[src/rtl/mips_mem_pkg.sv]
// Shared types for the load/store unit: access sizes, FSM states,
// and the default data memory depth.
package mips_mem_pkg;

  localparam int MEM_WORDS_DEF = 21;

  typedef enum logic [1:0] {
    SZ_BYTE = 2'b00,
    SZ_HALF = 2'b01,
    SZ_WORD = 2'b10,
    SZ_BAD  = 2'b11
  } mem_size_e;

  typedef enum logic [2:0] {
    IDLE   = 3'd0,
    LOAD   = 3'd1,
    RMW_RD = 3'd2,
    RMW_WR = 3'd3,
    STORE  = 3'd4,
    DONE   = 3'd5
  } lsu_state_e;

endpackage

[src/rtl/mem_lane_format.sv]
// Big-endian lane extraction for loads and lane merge for sub-word
// stores; purely combinational.
module mem_lane_format
  import mips_mem_pkg::*;
(
  input  mem_size_e   size,
  input  logic        is_signed,
  input  logic [1:0]  offset,
  input  logic [31:0] rd_word,
  input  logic [31:0] base_word,
  input  logic [31:0] wr_data,
  output logic [31:0] load_val,
  output logic [31:0] merged
);

  logic [4:0]  sh;
  logic [31:0] shifted;

  always_comb begin
    sh       = 5'd0;
    shifted  = rd_word;
    load_val = rd_word;
    merged   = wr_data;
    unique case (size)
      SZ_BYTE: begin
        // offset 0 lives in the top byte
        sh       = {~offset, 3'b000};
        shifted  = rd_word >> sh;
        load_val = {{24{is_signed & shifted[7]}}, shifted[7:0]};
        merged   = (base_word & ~(32'h0000_00FF << sh))
                 | ({24'h0, wr_data[7:0]} << sh);
      end
      SZ_HALF: begin
        sh       = {~offset[1], 4'b0000};
        shifted  = rd_word >> sh;
        load_val = {{16{is_signed & shifted[15]}}, shifted[15:0]};
        merged   = (base_word & ~(32'h0000_FFFF << sh))
                 | ({16'h0, wr_data[15:0]} << sh);
      end
      SZ_WORD: begin
        load_val = rd_word;
        merged   = wr_data;
      end
      SZ_BAD: begin
        load_val = rd_word;
        merged   = wr_data;
      end
    endcase
  end

endmodule

[src/rtl/load_store_unit.sv]
// Multi-cycle load/store sequencer in front of a word-wide data memory;
// sub-word stores are done as read-modify-write.
module load_store_unit
  import mips_mem_pkg::*;
#(
  parameter int MEM_WORDS = MEM_WORDS_DEF
) (
  input  logic        clk,
  input  logic        reset,
  input  logic        memRead,
  input  logic        memWrite,
  input  logic [1:0]  memSize,
  input  logic        memSigned,
  input  logic [31:0] Address,
  input  logic [31:0] write_data,
  output logic        stall,
  output logic [31:0] load_data,
  output logic        done,
  output logic        addrError,
  output logic        dm_memRead,
  output logic        dm_memWrite,
  output logic [31:0] dm_Address,
  output logic [31:0] dm_write_data,
  input  logic [31:0] dm_read_data
);

  localparam logic [29:0] WORD_LIM = 30'(MEM_WORDS);

  lsu_state_e  state_q;
  lsu_state_e  state_d;
  mem_size_e   size;
  logic        err_q;
  logic [31:0] merge_q;
  logic        req;
  logic        bad;
  logic [31:0] load_val;
  logic [31:0] merged;

  assign size = mem_size_e'(memSize);
  assign req  = memRead | memWrite;

  always_comb begin
    bad = 1'b0;
    if (memRead && memWrite)            bad = 1'b1;
    if (size == SZ_BAD)                 bad = 1'b1;
    if (size == SZ_HALF && Address[0])  bad = 1'b1;
    if (size == SZ_WORD && Address[1:0] != 2'b00)
                                        bad = 1'b1;
    if (Address[31:2] >= WORD_LIM)      bad = 1'b1;
  end

  mem_lane_format u_fmt (
    .size      (size),
    .is_signed (memSigned),
    .offset    (Address[1:0]),
    .rd_word   (dm_read_data),
    .base_word (merge_q),
    .wr_data   (write_data),
    .load_val  (load_val),
    .merged    (merged)
  );

  always_ff @(posedge clk) begin
    if (reset) begin
      state_q   <= IDLE;
      err_q     <= 1'b0;
      merge_q   <= 32'h0;
      load_data <= 32'h0;
    end else begin
      state_q <= state_d;
      unique case (state_q)
        IDLE: begin
          if (req) begin
            err_q <= bad;
            if (bad) load_data <= 32'h0;
          end
        end
        LOAD:    load_data <= load_val;
        RMW_RD:  merge_q   <= dm_read_data;
        default: ;
      endcase
    end
  end

  always_comb begin
    state_d       = state_q;
    dm_memRead    = 1'b0;
    dm_memWrite   = 1'b0;
    dm_write_data = write_data;
    unique case (state_q)
      IDLE: begin
        if (req) begin
          if (bad)                  state_d = DONE;
          else if (memRead)         state_d = LOAD;
          else if (size == SZ_WORD) state_d = STORE;
          else                      state_d = RMW_RD;
        end
      end
      LOAD: begin
        dm_memRead = 1'b1;
        state_d    = DONE;
      end
      RMW_RD: begin
        dm_memRead = 1'b1;
        state_d    = RMW_WR;
      end
      RMW_WR: begin
        dm_memWrite   = 1'b1;
        dm_write_data = merged;
        state_d       = DONE;
      end
      STORE: begin
        dm_memWrite = 1'b1;
        state_d     = DONE;
      end
      DONE:    state_d = IDLE;
      default: state_d = IDLE;
    endcase
  end

  assign done       = (state_q == DONE);
  assign addrError  = done & err_q;
  assign stall      = req & ~done;
  assign dm_Address = {2'b00, Address[31:2]};

endmodule

[config.mk]
export PLATFORM = sky130hd
export DESIGN_NAME = load_store_unit
export DESIGN_NICKNAME = d
export VERILOG_FILES = /design/src/rtl/mips_mem_pkg.sv /design/src/rtl/mem_lane_format.sv /design/src/rtl/load_store_unit.sv
export SDC_FILE = /design/constraint.sdc
export NUM_CORES = 1
export LEC_CHECK = 0
export ABC_AREA = 1
export BUFFER_PORTS_ARGS = -buffer_cell sky130_fd_sc_hd__clkbuf_2
export CAP_MARGIN = 10
export CORE_MARGIN = 2
export CORE_UTILIZATION = 30
export DETAILED_ROUTE_END_ITERATION = 16
export PLACE_DENSITY = 0.62
export SLEW_MARGIN = 5
export SYNTH_ARGS = -nofsm -noshare
export SYNTH_HDL_FRONTEND = slang
export SYNTH_SLANG_ARGS = --single-unit
[constraint.sdc]
create_clock -name clk -period 2.1 [get_ports clk]
set_input_delay 0.21 -clock clk [delete_from_list [all_inputs] [get_ports clk]]
set_output_delay 0.21 -clock clk [all_outputs]
set_load 0.02 [all_outputs]
== Word level (Yosys, flattened, before mapping) ==
Index checks and enable logic that the tools add are counted.

* Magnitude comparators: 1
* Reductions and logical operators: 13
* Bitwise logic cells: 14
* Muxes and demuxes: 18
* Shift operators: 6
* Eq/ne operators: 10

{| class="wikitable"
|+ Operator list
! operator !! number
|-
| one-hot mux 32 bit (3 select lines) || 2
|-
| two-way mux 32 bit || 3
|-
| bitwise AND 32 bit || 2
|-
| NOT 32 bit || 2
|-
| OR 32 bit || 2
|-
| one-hot mux 32 bit (2 select lines) || 1
|-
| left shift 16 x 5 -> 32 bit || 1
|-
| left shift 16 x 5 -> 32 bit, first input constant || 1
|-
| left shift 8 x 5 -> 32 bit || 1
|-
| left shift 8 x 5 -> 32 bit, first input constant || 1
|-
| right shift 32 x 5 -> 16 bit || 1
|-
| right shift 32 x 5 -> 8 bit || 1
|-
| >= comparator 30 x 5 -> 1 bit, second input constant || 1
|-
| two-way mux 3 bit || 4
|-
| one-hot mux 3 bit (3 select lines) || 1
|-
| two-way mux 1 bit || 7
|-
| equality test 3 x 2 -> 1 bit, second input constant || 2
|-
| equality test 3 bit, second input constant || 2
|-
| OR reduction 2 bit || 3
|-
| bitwise AND 1 bit || 4
|-
| equality test 2 bit, second input constant || 2
|-
| != test 2 bit, second input constant || 2
|-
| nonzero test 2 bit || 2
|-
| equality test 3 x 1 -> 1 bit, second input constant || 1
|-
| 10 further kinds || 13
|}

* Input bits: 103
* Bits in registers: 68
* Logic and storage cells: 66
* Output and inout bits: 101

== Depth between registers and ports, before layout ==
Gate-level depths: netlist (run 1).

* Depth after elaboration: 9
* Depth in mapped cells: 14
* Gate-level depth less buffers: 12

== By module ==
Synthesis (run 1) repeated with hierarchy kept, for this count alone.

* Cells, all modules: 833
* Area total of the unflattened synthesis: 5,418.9 sq um

{| class="wikitable"
|+ Modules (own cells, without submodules)
! module !! sequential area each (sq um) !! area an instance (sq um) !! times used !! cells each
|-
| load_store_unit || 1,361.3 || 3,713.6 || 1 || 443
|-
| mem_lane_format || 0.0 || 1,705.4 || 1 || 390
|}

== Worst setup path after synthesis (run 1) ==
Ideal clock, no wire load.

* Path type: input to output
* Start: input memSize[1]
* End: output dm_write_data[0]
* Arrival time: 1.638 ns
* Setup slack: 0.252 ns
* Stages on the path: 7
* Path buffers: 2
* Data required time: 1.890 ns
* Cell sequence: buf_4 inv_4 nand2_1 o21ai_2 nand2_1 buf_2 o21ai_0

* Longest elaborated chain between the ends: 4
* Elaborated cells on any way between the ends: 7
* Classes of those cells: 3 x eq/ne; 2 x mux; 2 x reduce/logical

{| class="wikitable"
|+ RTL lines
! item !! line !! RTL
|-
| start: declaration || load_store_unit.sv:12 || <nowiki>input logic [1:0] memSize,</nowiki>
|-
| equality test 2 bit || mem_lane_format.sv:24 || <nowiki>unique case (size)</nowiki>
|-
| OR reduction 2 bit (no source line) || n/a ||
|-
| one-hot mux 32 bit (3 select lines) * || mem_lane_format.sv:24 ||
|-
| two-way mux 32 bit * || load_store_unit.sv:90 || <nowiki>unique case (state_q)</nowiki>
|-
| end: declaration || load_store_unit.sv:23 || <nowiki>output logic [31:0] dm_write_data,</nowiki>
|}

Every way passes the cells marked *; elsewhere a longest branch is shown, timed or not.

== Worst setup path in the final report (run 1) ==
* Start: register state_q[0]
* End: output dm_write_data[8]

* Longest elaborated chain between the ends: 2

{| class="wikitable"
|+ RTL lines
! item !! line !! RTL
|-
| start: declaration || load_store_unit.sv:29 || <nowiki>lsu_state_e state_q;</nowiki>
|-
| start signal: assignment || load_store_unit.sv:70 || <nowiki>state_q <= state_d;</nowiki>
|-
| equality test 3 x 2 -> 1 bit || load_store_unit.sv:90 ||
|-
| two-way mux 32 bit || load_store_unit.sv:90 ||
|}

No other way between the ends.

==> out/results.md, run 1 <==
| Group | Metric | This run |
|---|---|---|
| placement | Post-placement worst setup slack | -0.0182 ns |
| timing | Number of max-slew violations in the final report | 0 |
| grt | Antenna violations before repair | 2 |
| synth | Synth top area share | 30.3% |
| grt | Global-route wire length before repair | 25.5 mm |
| cts | Maximum root-to-sink buffer count | 2 |
| finish | Fill cell instance count of the final layout | 1578 |
| min path | Hold Crit Class | primary input to flop |
| timing | Peak clock frequency supported by timing | 0.486 GHz |
| grt | Remaining Overflow, GRT | 0 |
| timing | Clk_skew | 0.00561 ns |
| power and ir drop | Worst vdd ir | 0.000390 V |
| timing | Transition at the pin with the smallest max-transition slack | 0.564 ns |
| synth | Proportion of synthesized chip area in sequential cells | 30.3% |
| cts | Register clock-pin slew on the reported worst setup and hold paths | 0.06 ns |
| cts | CTS tree | built |
| setup path | Worst Path Arrival | 1.85 ns |
| timing | Unrepaired setup endpoints after global routing | true |
| setup path | Peak per-stage delay on the critical path | 0.34 ns |
| synth | Post-Synthesis Mean Instance Area | 6.30 um2 |
| setup path | Crit-path max FO | 6 |
| finish | Post-layout nets | 977 |
| synth | Area of the mapped netlist | 4490 um2 |
| route | Detailed router's first-iteration violation count | 347 |
| grt | Largest net degree at the start of global routing | 66 |
| timing | Endpoints failing hold | 0 |
| setup path | Critical Path End Type | output pin |
| synth | Flop and latch count out of synthesis | 68 |
| placement | Placed cell count | 1045 |
| floorplan | DIE HEIGHT | 126 um |
| synth | Async SR Flop Fraction | 0% |
| cts | Cell chosen for the clock root | sky130_fd_sc_hd__clkbuf_16 |
| route | Total wirelength of the detailed-routed design | 16.2 mm |
| placement | Detailed Place HPWL | 13.0 mm |
| synth | Dominant register cell in the synthesized netlist | sky130_fd_sc_hd__dfxtp_1 |
| setup path | Worst Reg2Reg Path Length in Cells | 8 |
| power and ir drop | Leakage power | 0.00297 uW |
| finish | Design area | 5920 um2 |
| outcome | Outcome | complete, no violations |
| setup path | Data required, critical path | 1.89 ns |
| timing | Max_slew headroom | 62.4% |
| setup path | Slowest cell on crit path | sky130_fd_sc_hd__dfxtp_2 |
| synth | Largest area contributor in the netlist | sky130_fd_sc_hd__dfxtp_1 |
| route | DRT antenna net count | 0 |
| floorplan | Initial cell density of the core | 30.8% |
| cts | Clock buffer count from CTS | 9 |
| placement | Placed standard-cell area | 5480 um2 |
| setup path | Capture point of the worst reg-to-reg path | load_data[12] |
| setup path | Stages on worst setup path | 7 |
| floorplan | Core region area | 14600 um2 |
| cts | H-tree depth | 3 |
| setup path | CP endpoint | dm_write_data[8] |
| route | Final routed wire length divided by cell count | 15.3 um |
| finish | Fraction of layout instances using a drive strength above 1 | 30.9% |
| floorplan | Area enclosed by the die boundary | 16000 um2 |
| synth | Number of distinct standard cells referenced by the synthesized netlist | 31 |
| route | Number of detailed-routing iterations run before antenna repair | 5 |
| power and ir drop | Power density relative to cell area | 776 nW/um2 |
| placement | Port Buffer Count | 201 |
| timing | Setup-failing EPs final | 0 |
| setup path | Reg-to-Reg Start | state_q[2] |
| route | DR vias | 5187 |
| timing | Min cycle time layout | 2.06 ns |
| finish | Final core utilization | 40.6% |
| finish | Multi-input gate area in the final layout | 2410 um2 |
| finish | Synth-to-layout area growth | 31.8% |
| setup path | Critical path class | flop to output pin |
| finish | Storage element area | 1360 um2 |
| timing | Final worst-path cycle share | 98.0% |
| synth | Cell count after synthesis | 713 |
| grt | Vias in the first global route | 4882 |
| run | Max-cap violations | 0 |
| floorplan | Number of primary I/O pins | 204 |
| setup path | CP top delay family | simple AND/OR/NAND/NOR gates |
| setup path | Ordered list of cells on the worst path | inv_2 -> nor3_4 -> nand2_2 -> nor2_4 -> nand2_2 -> o221ai_1 -> buf_2 |
| cts | Clk Latency, worst-skew pair | 0.33 ns |
| floorplan | Placement Rows | 44 |
| setup path | Top cell by count, worst path | sky130_fd_sc_hd__nand2_2 |
| timing | Sum of negative setup slack | 0 ns |
| cts | Clock Sink Count | 68 |
| route | Vias per cell | 4.88 |
| finish | Antenna diodes | 0 |
| route | Number of DRC violations after detailed routing | 0 |
| floorplan | Die width | 126 um |
| timing | Final WS setup | 0.0421 ns |
| cts | Total of hold buffers inserted after clock tree synthesis | 0 |
| setup path | Category of the worst setup path launch point | flop |
| synth | Synth warn | 0 |
| synth | Synth area leaders | sky130_fd_sc_hd__dfxtp_1 30%, sky130_fd_sc_hd__nand2_1 9.9%, sky130_fd_sc_hd__a21oi_1 9.1% |
| synth | Number of enable-type register cells in the synthesized netlist | 0 |
| placement | Final estimated routing congestion in global placement | 0.874 |
| grt | Total Routing Usage GR | 19.8% |
| setup path | R2r setup slk | 0.41 ns |
| setup path | Buffers plus inverters on the worst setup path | 2 |
| setup path | Launching element of the worst setup path | state_q[0] |
| finish | Final instance count without filler cells | 1063 |
## cell usage in the layout, fill, tap and decap left out, drive strengths merged
cell and n:
o21ai 57, clkinv 2, o221ai 12, a31oi 4, a22oi 5, bufinv 3
a21oi 82, o211ai 9, inv 96, or2 2, nor3b 3, nor2 84
buf 29, o22ai 16, conb 2, nand3 55, nor3 5, dfxtp 68
nand4 2, clkinvlp 1, o2111ai 1, and2 2, nand2 121, clkbuf 204
a22o 14
## through the flow
stage | hold slack (ns) | total power (uW)
after global routing | 0.179 | 4840
after global placement | 0.435 | 2840
final | 0.157 | 4600
after detailed placement | 0.438 | 2850
after CTS | 0.151 | 4610
after floorplan | 0.366 | 2400
## cell type report
| cell class | count | share of cell area, % |
|---|---|---|
| Clock buffer | 10 | 4.04 |
| Sequential cell | 68 | 23.0 |
| Timing Repair Buffer | 223 | 20.4 |
| Clock inverter | 6 | 1.88 |
| Multi-Input combinational cell | 476 | 40.6 |
| Tap cell | 184 | 3.89 |
| Inverter | 96 | 6.13 |
## logic make-up (layout without fill, tap and decap cells)
family                 after synthesis  after routing  synth area share, %
and+or+nand+nor                    274            274                 25.9
AOI/OAI and AO/OA                  200            200                 26.0
other                                1              2               0.0835
DFF                                 68             68                 30.3
buffers and inverters              170            335                 17.7
## report_power, final
part	leakage [uW]	internal (uW)	switching [uW]
logic	0.00224	472	885
registers	0.000556	1410	65.6
clock network	0.000169	1190	574
total	0.00297	3070	1520
## layer usage
| metal | track usage, % | vias to the layer above | wire (um) |
|---|---|---|---|
| met1 | 25.7 | 2287 | 7110 |
| met3 | 6.45 | 41 | 1420 |
| li1 | - | 2656 | - |
| met5 | 0 | - | 13 |
| met4 | 6.79 | 2 | 502 |
| met2 | 31.1 | 201 | 7190 |
## worst min path at each step
stage	slack, ns	cells past startpoint	startpoint	end
floorplan	0.37	3	reset	err_q
global placement	0.44	2	merge_q[14]	merge_q[14]
global route	0.18	4	reset	err_q
detailed placement	0.44	2	merge_q[14]	merge_q[14]
finish	0.16	4	reset	err_q
CTS	0.15	4	reset	err_q
## worst register-to-register path, stage by stage, from the launching register on
cell                      delay, ns
sky130_fd_sc_hd__dfxtp_1       0.40
sky130_fd_sc_hd__inv_1         0.12
sky130_fd_sc_hd__nand2_1       0.10
sky130_fd_sc_hd__inv_1         0.07
sky130_fd_sc_hd__nand2_1       0.26
sky130_fd_sc_hd__buf_4         0.37
sky130_fd_sc_hd__nand3_1       0.12
sky130_fd_sc_hd__nand2_1       0.11
sky130_fd_sc_hd__nor2_1        0.05
## flip-flops by register name, indices dropped and copies added (netlist names)
name       flops
merge_q       32
state_q        3
err_q          1
load_data     32
## what timing repair did
action	in CTS	in global routing
gates cloned	0	0
buffers inserted	1	2
pin swaps	1	4
gates resized for setup	8	27
setup endpoints to repair	16	26
## synthesized netlist by cell type, types with 14 or more instances
cell type	instances
sky130_fd_sc_hd__nor2_1	78
sky130_fd_sc_hd__o21ai_0	54
sky130_fd_sc_hd__inv_1	93
sky130_fd_sc_hd__a22o_1	14
sky130_fd_sc_hd__buf_2	14
sky130_fd_sc_hd__clkbuf_1	22
sky130_fd_sc_hd__dfxtp_1	68
sky130_fd_sc_hd__buf_4	37
sky130_fd_sc_hd__nand2_1	118
sky130_fd_sc_hd__a21oi_1	82
sky130_fd_sc_hd__o22ai_1	16
sky130_fd_sc_hd__nand3_1	55
(Power assumes the default switching activity.)
==> inputs of run 2 (changes only) <==
--- a/config.mk
+++ b/config.mk
@@ -12,6 +12,7 @@
 export CORE_UTILIZATION = 30
 export DETAILED_ROUTE_END_ITERATION = 16
 export PLACE_DENSITY = 0.62
+export RECOVER_POWER = 50
 export SLEW_MARGIN = 5
 export SYNTH_ARGS = -nofsm -noshare
 export SYNTH_HDL_FRONTEND = slang
==> run 2 against run 1 <==
Final cell count did not move. Hold slack got worse by 0.00077 ns. Clock power barely moved. Clock skew barely moved. Utilization fell by 0.56 points. Global-route usage did not move. Sequential power barely moved. Maximum frequency barely moved. Sequential share of layout area rose by 0.32 points. Critical path depth did not move. Via count fell by 0.25%. Critical path type unchanged.
==> out/results.md, run 2 (synthesized netlist as in run 1, its figures left out) <==
| Group | Metric | This run | vs previous |
|---|---|---|---|
| cts | H-tree depth | 3 | unchanged |
| timing | Endpoints failing hold | 0 | unchanged |
| power and ir drop | Leakage power | 0.00277 uW | -6.7% |
| setup path | Worst Path Arrival | 1.85 ns | about the same |
| cts | Clk Latency, worst-skew pair | 0.33 ns | about the same |
| grt | Global-route wire length before repair | 25.5 mm | unchanged |
| route | Number of DRC violations after detailed routing | 0 | unchanged |
| outcome | Outcome | complete, no violations |  |
| placement | Detailed Place HPWL | 13.0 mm | unchanged |
| finish | Synth-to-layout area growth | 30.0% |  |
| timing | Sum of negative setup slack | 0 ns | unchanged |
| cts | Register clock-pin slew on the reported worst setup and hold paths | 0.06 ns | about the same |
| floorplan | Number of primary I/O pins | 204 | unchanged |
| route | Number of detailed-routing iterations run before antenna repair | 7 | +2 |
| route | DR vias | 5174 | -0.25% |
| floorplan | Placement Rows | 44 | unchanged |
| floorplan | Core region area | 14600 um2 | unchanged |
| grt | Remaining Overflow, GRT | 0 | unchanged |
| setup path | Category of the worst setup path launch point | flop |  |
| setup path | Ordered list of cells on the worst path | inv_2 -> nor3_4 -> nand2_2 -> nor2_4 -> nand2_2 -> o221ai_1 -> buf_2 |  |
| setup path | Crit-path max FO | 6 | unchanged |
| floorplan | Area enclosed by the die boundary | 16000 um2 | unchanged |
| cts | Cell chosen for the clock root | sky130_fd_sc_hd__clkbuf_16 |  |
| finish | Multi-input gate area in the final layout | 2410 um2 | unchanged |
| route | Final routed wire length divided by cell count | 15.3 um | about the same |
| setup path | R2r setup slk | 0.41 ns | about the same |
| finish | Storage element area | 1360 um2 | unchanged |
| timing | Setup-failing EPs final | 0 | unchanged |
| cts | Clock Sink Count | 68 | unchanged |
| timing | Number of max-slew violations in the final report | 0 | unchanged |
| min path | WHS Endpoint | err_q |  |
| grt | Vias in the first global route | 4882 | unchanged |
| setup path | Critical Path End Type | output pin |  |
| timing | Min cycle time layout | 2.06 ns | +0.00119 ns |
| placement | Placed cell count | 1045 | unchanged |
| run | Max-cap violations | 0 | unchanged |
| finish | Registers with the highest flip-flop counts | load_data: 32 flops, merge_q: 32 flops, state_q: 3 flops |  |
| grt | Largest net degree at the start of global routing | 66 | unchanged |
| cts | Clock buffer count from CTS | 9 | unchanged |
| placement | Port Buffer Count | 201 | unchanged |
| setup path | Peak per-stage delay on the critical path | 0.34 ns | about the same |
| floorplan | DIE HEIGHT | 126 um | unchanged |
| power and ir drop | Power density relative to cell area | 780 nW/um2 | +0.51% |
| timing | Max_slew headroom | 52.7% | -9.7 points |
| timing | Transition at the pin with the smallest max-transition slack | 0.710 ns | +0.146 ns |
| route | Total wirelength of the detailed-routed design | 16.3 mm | about the same |
| finish | Antenna diodes | 0 | unchanged |
| min path | Cell depth of the worst hold path | 4 | unchanged |
| cts | Maximum root-to-sink buffer count | 2 | unchanged |
| route | Vias per cell | 4.87 | -0.25% |
| finish | Fraction of layout instances using a drive strength above 1 | 23.8% | -7.2 points |
| setup path | Critical path class | flop to output pin |  |
| setup path | Capture point of the worst reg-to-reg path | load_data[15] |  |
| finish | Final instance count without filler cells | 1063 | unchanged |
| timing | Clk_skew | 0.00524 ns | -0.000376 ns |
| route | DRT antenna net count | 0 | unchanged |
| setup path | Worst Reg2Reg Path Length in Cells | 8 | unchanged |
| timing | Unrepaired setup endpoints after global routing | true |  |
| finish | Commonest cells after routing, fill and taps aside | 132 x sky130_fd_sc_hd__clkbuf_2, 109 x sky130_fd_sc_hd__nand2_1, 91 x sky130_fd_sc_hd__inv_1, 82 x sky130_fd_sc_hd__a21oi_1, 76 x sky130_fd_sc_hd__nor2_1 |  |
| cts | CTS tree | built |  |
| min path | Hold Crit Class | primary input to flop |  |
| grt | Total Routing Usage GR | 19.8% | unchanged |
| finish | Post-layout nets | 977 | unchanged |
| setup path | Top cell by count, worst path | sky130_fd_sc_hd__nand2_2 |  |
| floorplan | Die width | 126 um | unchanged |
| grt | Antenna violations before repair | 2 | unchanged |
| finish | Leading cell type in the layout, fill and taps excluded | sky130_fd_sc_hd__clkbuf_2 |  |
| floorplan | Initial cell density of the core | 30.8% | unchanged |
| setup path | Reg-to-Reg Start | state_q[2] |  |
| finish | Fill cell instance count of the final layout | 1612 | +2.2% |
| placement | Final estimated routing congestion in global placement | 0.874 | unchanged |
| min path | Hold Path Origin | reset |  |
| setup path | Slowest cell on crit path | sky130_fd_sc_hd__dfxtp_2 |  |
| timing | Final worst-path cycle share | 98.1% | about the same |
| timing | Peak clock frequency supported by timing | 0.486 GHz | about the same |
| route | Detailed router's first-iteration violation count | 332 | -4.3% |
| power and ir drop | Worst vdd ir | 0.000382 V | -2.0% |
| setup path | Data required, critical path | 1.89 ns | about the same |
## run 2: how the worst max path moves through the flow
stage,from,end,depth (start not counted)
floorplan,memSize[1],dm_write_data[0],7
global placement,memSize[1],dm_write_data[1],7
detailed placement,memSize[1],dm_write_data[4],7
CTS,state_q[1],dm_write_data[11],8
global route,state_q[0],dm_write_data[14],9
finish,state_q[0],dm_write_data[8],7
## run 2: layout make-up
class	instances	area share, %
timing repair buffer	223	19.3
tap	184	3.94
multi-input combinational	476	41.2
inverter	96	6.21
sequential	68	23.4
clock inverter	6	1.91
clock buffer	10	4.09
## run 2: worst max-delay path, delay by kind of cell, from the launching register on
family	cells	cell delay (ns)
AO/OA/AOI/OAI	1	0.20
buffers and inverters	2	0.26
flip-flops	1	0.34
AND/OR/NAND/NOR	4	0.71
## run 2: what timing repair did
item,CTS,global route
gates resized for setup,8,27
pin swaps,1,4
hold buffers,0,0
cloned,0,0
setup buffers,1,2
setup endpoints to repair,16,26
## run 2: through the flow
stage / worst slack, ns / instance area (um2) / utilization (%) / hold slack, ns / power (uW)
after CTS: 0.0106 / 5860 / 40.1 / 0.151 / 4610
final: 0.0409 / 5840 / 40.0 / 0.156 / 4560
after floorplan: 0.252 / 4500 / - / 0.366 / 2400
after global routing: -0.0580 / 5840 / 40.0 / 0.179 / 4800
after global placement: 0.0547 / 5480 / 37.5 / 0.435 / 2840
after detailed placement: -0.0182 / 5480 / 37.5 / 0.438 / 2850
## run 2: where the power goes
part | total, uW | internal (uW) | switching, uW
clock | 1760 | 1190 | 571
sequential | 1470 | 1410 | 64.5
combinational | 1320 | 438 | 883
total | 4560 | 3040 | 1520
## run 2: layer usage
metal	share of wire [%]	wire (um)	global-route usage, %
met5	0.080	13	0
met1	44	7230	25.7
met3	7.9	1290	6.45
met2	45	7290	31.1
met4	2.6	425	6.79
